--- src/rtl/game_timer_bank.sv ---
// game_timer_bank: bank of independent countdown timers for game logic.
// Each channel has a runtime reload value, one-shot or periodic mode, pause,
// a registered one-cycle expiry pulse and a saturating or wrapping event counter.
module game_timer_bank #(
  parameter int NUM_CH   = 2,
  parameter int CNT_W    = 32,
  parameter int EVT_W    = 8,
  parameter bit EVT_WRAP = 1'b0
) (
  input  logic                    clk,
  input  logic                    resetn,
  input  logic [NUM_CH-1:0]       load,
  input  logic [CNT_W-1:0]        load_value,
  input  logic [NUM_CH-1:0]       periodic,
  input  logic [NUM_CH-1:0]       enable,
  input  logic [NUM_CH-1:0]       evt_clear,
  output logic [NUM_CH-1:0]       expire,
  output logic [NUM_CH-1:0]       active,
  output logic [NUM_CH*CNT_W-1:0] count_out,
  output logic [NUM_CH*EVT_W-1:0] evt_out
);

  for (genvar ch = 0; ch < NUM_CH; ch++) begin : g_ch
    logic [CNT_W-1:0] count_q;
    logic [CNT_W-1:0] reload_q;
    logic [EVT_W-1:0] evt_q;
    logic [EVT_W-1:0] evt_next;
    logic             active_q;
    logic             expire_q;
    logic             running;
    logic             at_one;
    logic             fire;

    // A channel only counts when armed and enabled; a load on the same edge
    // always wins, so it also cancels an expiry that would otherwise happen.
    assign running = active_q & enable[ch];
    assign at_one  = (count_q == CNT_W'(1));
    assign fire    = ~load[ch] & running & at_one;

    // Event counter increment, either sticking at all-ones or rolling over to 0.
    assign evt_next = ((evt_q == '1) && !EVT_WRAP) ? evt_q : evt_q + EVT_W'(1);

    // Countdown, reload, arming and expiry pulse: load, then count/expire, then hold.
    always_ff @(posedge clk or negedge resetn) begin
      if (!resetn) begin
        count_q  <= '0;
        reload_q <= '0;
        active_q <= 1'b0;
        expire_q <= 1'b0;
      end else if (load[ch]) begin
        reload_q <= load_value;
        count_q  <= load_value;
        active_q <= (load_value != '0);
        expire_q <= 1'b0;
      end else if (running) begin
        if (at_one) begin
          expire_q <= 1'b1;
          if (periodic[ch]) begin
            count_q <= reload_q;
          end else begin
            count_q  <= '0;
            active_q <= 1'b0;
          end
        end else begin
          count_q  <= count_q - CNT_W'(1);
          expire_q <= 1'b0;
        end
      end else begin
        expire_q <= 1'b0;
      end
    end

    // Event counter: an expiry coinciding with a clear still counts as one event.
    always_ff @(posedge clk or negedge resetn) begin
      if (!resetn) begin
        evt_q <= '0;
      end else if (fire) begin
        evt_q <= evt_clear[ch] ? EVT_W'(1) : evt_next;
      end else if (evt_clear[ch]) begin
        evt_q <= '0;
      end
    end

    assign expire[ch]                   = expire_q;
    assign active[ch]                   = active_q;
    assign count_out[ch*CNT_W +: CNT_W] = count_q;
    assign evt_out[ch*EVT_W +: EVT_W]   = evt_q;
  end

endmodule

--- config.mk ---
export PLATFORM = sky130hd
export DESIGN_NAME = game_timer_bank
export DESIGN_NICKNAME = d
export VERILOG_FILES = /design/src/rtl/game_timer_bank.sv
export SDC_FILE = /design/constraint.sdc
export NUM_CORES = 1
export LEC_CHECK = 0
export ABC_CLOCK_PERIOD_IN_PS = 2700
export CORE_MARGIN = 3
export CORE_UTILIZATION = 45
export DETAILED_ROUTE_END_ITERATION = 8
export PLACE_DENSITY = 0.69
export SLEW_MARGIN = 15
export SYNTH_ARGS = -nofsm -noshare
export SYNTH_HDL_FRONTEND = slang
export SYNTH_SLANG_ARGS = --single-unit
--- constraint.sdc ---
create_clock -name clk -period 2.7 [get_ports clk]
set_clock_uncertainty 0.05 [all_clocks]
set_input_delay 0.27 -clock clk [delete_from_list [all_inputs] [get_ports clk]]
set_output_delay 0.27 -clock clk [all_outputs]
set_load 0.01 [all_outputs]
# Word level (Yosys, flattened, before mapping)
# Index checks and enable logic that the tools add are counted.
# totals
reg_bits,148
latchBits,0
ram_bits,0
rom_bits,0
inputBits,42
memories,0
# classes
addsub,4
multipliers,0
n_div,0
magnitude_cmp,0
eq_ne,8
shifts,0
mux,30
bitwise_logic,8
n_reduce_logical,11
# ops
op,count
$mux 32,8
$eq 32x1->1 const B,2
$mux 8,8
$sub 32x1->32 const B,2
$reduce_bool 32->1,1
$add 8x1->8 const B,2
$eq 8x8->1 const B,2
$mux 1,14
$reduce_bool 2->1,6
$ne 2x2->1 const B,4
$and 1x1->1,6
$reduce_and 3->1,2
$reduce_and 2->1,2
$not 1->1,2

# Longest topological paths before layout
# depth
word_depth,5
ltp_mapped,9
ltp_nobuf,8

# Worst setup path after synthesis
# OpenSTA, ideal clock, no wires.
# synth_path
path_kind,flip-flop to flip-flop
from,register g_ch[0].count_q[14]
to,register g_ch[0].count_q[0]
setup_ns,0.133
t_arrival_ns,2.156
required_ns,2.517
slack_ns,0.361
stages_incl_launch_ff,9
synth_period_minus_slack_ns,2.339
path_cell_list,dfrtp_1 > or4_1 > buf_2 > nor4_4 > and3_1 > buf_4 > nor2_1 > a311oi_1 > o31ai_1
# synth_between
elab_chain_cells,4
# synth_lines
element,line,text
"start, declared",24,logic [CNT_W-1:0] count_q;
"start signal, assigned",52,count_q <= load_value;
"start signal, assigned",59,count_q <= reload_q;
"start signal, assigned",65,count_q <= count_q - CNT_W'(1);
$eq 32x1->1,37,assign at_one = (count_q == CNT_W'(1));
$mux 32,56,if (at_one) begin
$mux 32,55,end else if (running) begin
$mux 32,50,end else if (load[ch]) begin
# No other way between the ends. The select of a mux whose other input is x is not followed.
# A chain may end at the register's enable or synchronous reset.

# Worst setup path after layout
# layout_path
from,register g_ch[0].count_q[10]
to,register g_ch[0].count_q[20]
# layout_between
elab_chain_cells,4
elab_cells_between_ends,5
# layout_lines
element,line
$sub 32x1->32 or $eq 32x1->1 (tied branches),"65, 37"
$mux 32 (*),56
$mux 32 (*),55
$mux 32 (*),50
# Every way passes the cells marked *; elsewhere a longest branch is shown, timed or not. The select of a mux whose other input is x is not followed.

==> impl_metrics.csv <==
group,metric,value,unit
layout,layout.cells.non_filler,1233,
die,ioPinCount,126,
synth,netlist.area_leader.share,45.8,%
clocking,clk_path_buf_depth,2,
routing,viasPerCell,5.99,
sta,setup_viol,0,
global_routing,grt_pass1_vias,7139,
power_and_ir_drop,p_comb_share,19.9,%
layout,final_util,60.5,%
power_and_ir_drop,pwr-share-seq,41.8,%
clocking,clockRootBuffer,"clkbuf_16",
setup_path,endpoint_kind,"flop",
die,num_rows,48,
routing,drc_errors,0,
synth,synth_seq_cells,148,
global_routing,overflow,0,
status,status,"completed",
clocking,clkSinkCount,148,
power_and_ir_drop,p_int,0.00451,W
routing,routed_wirelength,24.2,mm
sta,finalCriticalPeriod,2550,ps
power_and_ir_drop,power.share.clock,38.3,%
routing,antenna_left,0,
routing,drt_iter0_drc,726,
routing,wl_per_cell,19.6,um
sta,hold_violations,0,
clocking,cts.reportedPaths.clkPinSlew,60,ps
global_routing,grt_pass1_wl,38.9,mm
power_and_ir_drop,switching_share,28.7,%
placement,dp_hpwl,17.4,mm
sta,slew_violations,0,
placement,gp_congestion,0.915,
clocking,cts_setup_buffers,0,
setup_path,crit_required,2940,ps
die,die_y,140,um
die,start_util,46.4,%
sta,setup_tns,0,ps
synth,syn_inst,832,
run,maxCapViolations,0,
setup_path,crit_path_start_kind,"flop",
synth,synth_largest_area_cell,"dfrtp_1",
global_routing,antenna_found_initial,0,
synth,synth_edf_count,0,
global_routing,grt_usage,24.8,%
clocking,htreeDepth,4,
sta,finalCritPeriodShare,94.5,%
die,core_area,17400,um2
power_and_ir_drop,peakVddDrop,462,uV
sta,fmax,0.392,GHz
synth,synthTopCellsByArea,"dfrtp_1 (46%), mux2_2 (7.9%), xnor2_1 (4.0%)",
routing,firstDrtPassIters,5,
synth,yosys_warnings,0,
power_and_ir_drop,power_density,601,nW/um2
sta,slew-limit-headroom,58.4,%
die,dieArea,19600,um2
synth,synth_cell_types,57,
power_and_ir_drop,power,0.00633,W
placement,io_buffers,125,
setup_path,critPathArrivalTime,2800,ps
synth,yosysMostFrequentCell,"dfrtp_1",
setup_path,crit_type,"reg -> reg",
clocking,cts_tree,"done",
synth,ys_seq_area_share,45.8,%
synth,ys_async_sr_fraction,100,%
routing,vias,7387,
power_and_ir_drop,switchingPower,0.00182,W
synth,synth_nets,880,
layout,area_growth,30.4,%
setup_path,crit_fanout,6,
power_and_ir_drop,p_leak,4.20,nW
placement,placed_cells,1200,
die,die_x,140,um
synth,syn_avg_cell_area,9.71,um2
synth,synth_area,8080,um2
worst_hold_path,hold_class,"in -> reg",
global_routing,grt_max_degree,64,
sta,worstMarginPinSlew,623,ps
clocking,numCtsBuffers,17,
synth,synthTopCellsByCount,"dfrtp_1 (148), nor2_1 (76), nand2_1 (59)",
layout,nNetsFinal,1043,
clocking,insertion_delay,440,ps
synth,ys.flop_type,"dfrtp_1",
layout,diodes,0,
sta,rsz0062_at_grt,"no",
layout,drive_gt1_share,17.0,%
==> kinds of logic after synthesis <==
family	count (synthesis)	synth area share, %
AO/OA/AOI/OAI	201	15.8
multiplexers	61	8.44
buffers and inverters	63	3.30
XOR/XNOR	63	6.83
flip-flops	148	45.8
adder cells (fa/ha/maj)	6	0.929
AND/OR/NAND/NOR	290	18.9
==> metrics by stage <==
step	hold WS (ps)	cell area (um2)	setup WS, ps
2_1_floorplan	-75.6	8080	361
3_3_place_gp	261	9930	232
3_5_place_dp	266	9930	230
4_1_cts	234	10500	171
5_1_grt	291	10500	13.7
6_report	237	10500	149
==> path summary, 6_finish.rpt <==
check | slack (ps) | to | depth (start not counted) | from
worst max-delay path | 150 | g_ch[0].count_q[20] | 6 | g_ch[0].count_q[10]
worst min-delay path | 240 | g_ch[0].count_q[24] | 4 | load[0]
worst max register to register | 150 | g_ch[0].count_q[20] | 6 | g_ch[0].count_q[10]
worst min register to register | 440 | g_ch[1].count_q[29] | 2 | g_ch[1].reload_q[29]
max in group asynchronous | 1420 | g_ch[1].count_q[16] | 3 | resetn
min in group asynchronous | 350 | g_ch[1].count_q[15] | 2 | resetn
==> layout make-up <==
cell class	instances	area (um2)
Multi-Input combinational cell	621	4120
Tap cell	225	282
Timing Repair Buffer	194	1790
Fill cell	1490	6880
Clock inverter	12	155
Inverter	13	48.8
Clock buffer	20	437
Sequential cell	148	3700
==> registers in the layout, summed over array words and instances, names as in the netlist <==
signal,count
g_ch.reload_q,64
g_ch.active_q,2
g_ch.expire_q,2
g_ch.count_q,64
g_ch.evt_q,16
==> worst max-delay path: stages, from the launching register on <==
cell	delay [ps]
dfrtp_1	430
or4_1	600
nor4_2	350
nand2_1	260
nor4_1	370
mux2i_1	250
o21ai_0	90
==> repair_timing <==
action / 4_1_cts / 5_1_grt
resized for setup: 0 / 1
setup endpoints to repair: 0 / 5
hold endpoints to repair: 60 / 0
hold buffers: 1 / 0
==> cell usage in the layout, fill, tap and decap left out, types with 23 or more instances in the layout <==
| master | count |
|---|---|
| nor4_1 | 23 |
| dfrtp_1 | 148 |
| xnor2_1 | 37 |
| clkdlybuf4s50_1 | 122 |
| nand3_1 | 26 |
| o21ai_0 | 54 |
| a21oi_1 | 48 |
| nand2_1 | 59 |
| buf_4 | 66 |
| a22oi_1 | 24 |
| mux2_2 | 57 |
| nor2_1 | 76 |
| nor3_1 | 23 |
| xor2_1 | 26 |
==> routing by layer <==
layer	part of all wire, %	up-vias	GRT usage, %
met1	44	3632	34.9
met4	2.1	0	7.60
li1	-	3386	-
met2	47	324	39.1
met5	0	-	0
met3	7.0	45	4.81
==> power groups by stage <==
stage               clock [W]  sequential [W]  combinational, W
finish                0.00243         0.00265           0.00126
global route          0.00254         0.00268           0.00137
CTS                   0.00245         0.00264           0.00126
detailed placement          0         0.00268           0.00125
floorplan                   0         0.00270          0.000556
global placement            0         0.00267           0.00123
Power figures use the tool's default switching activity.
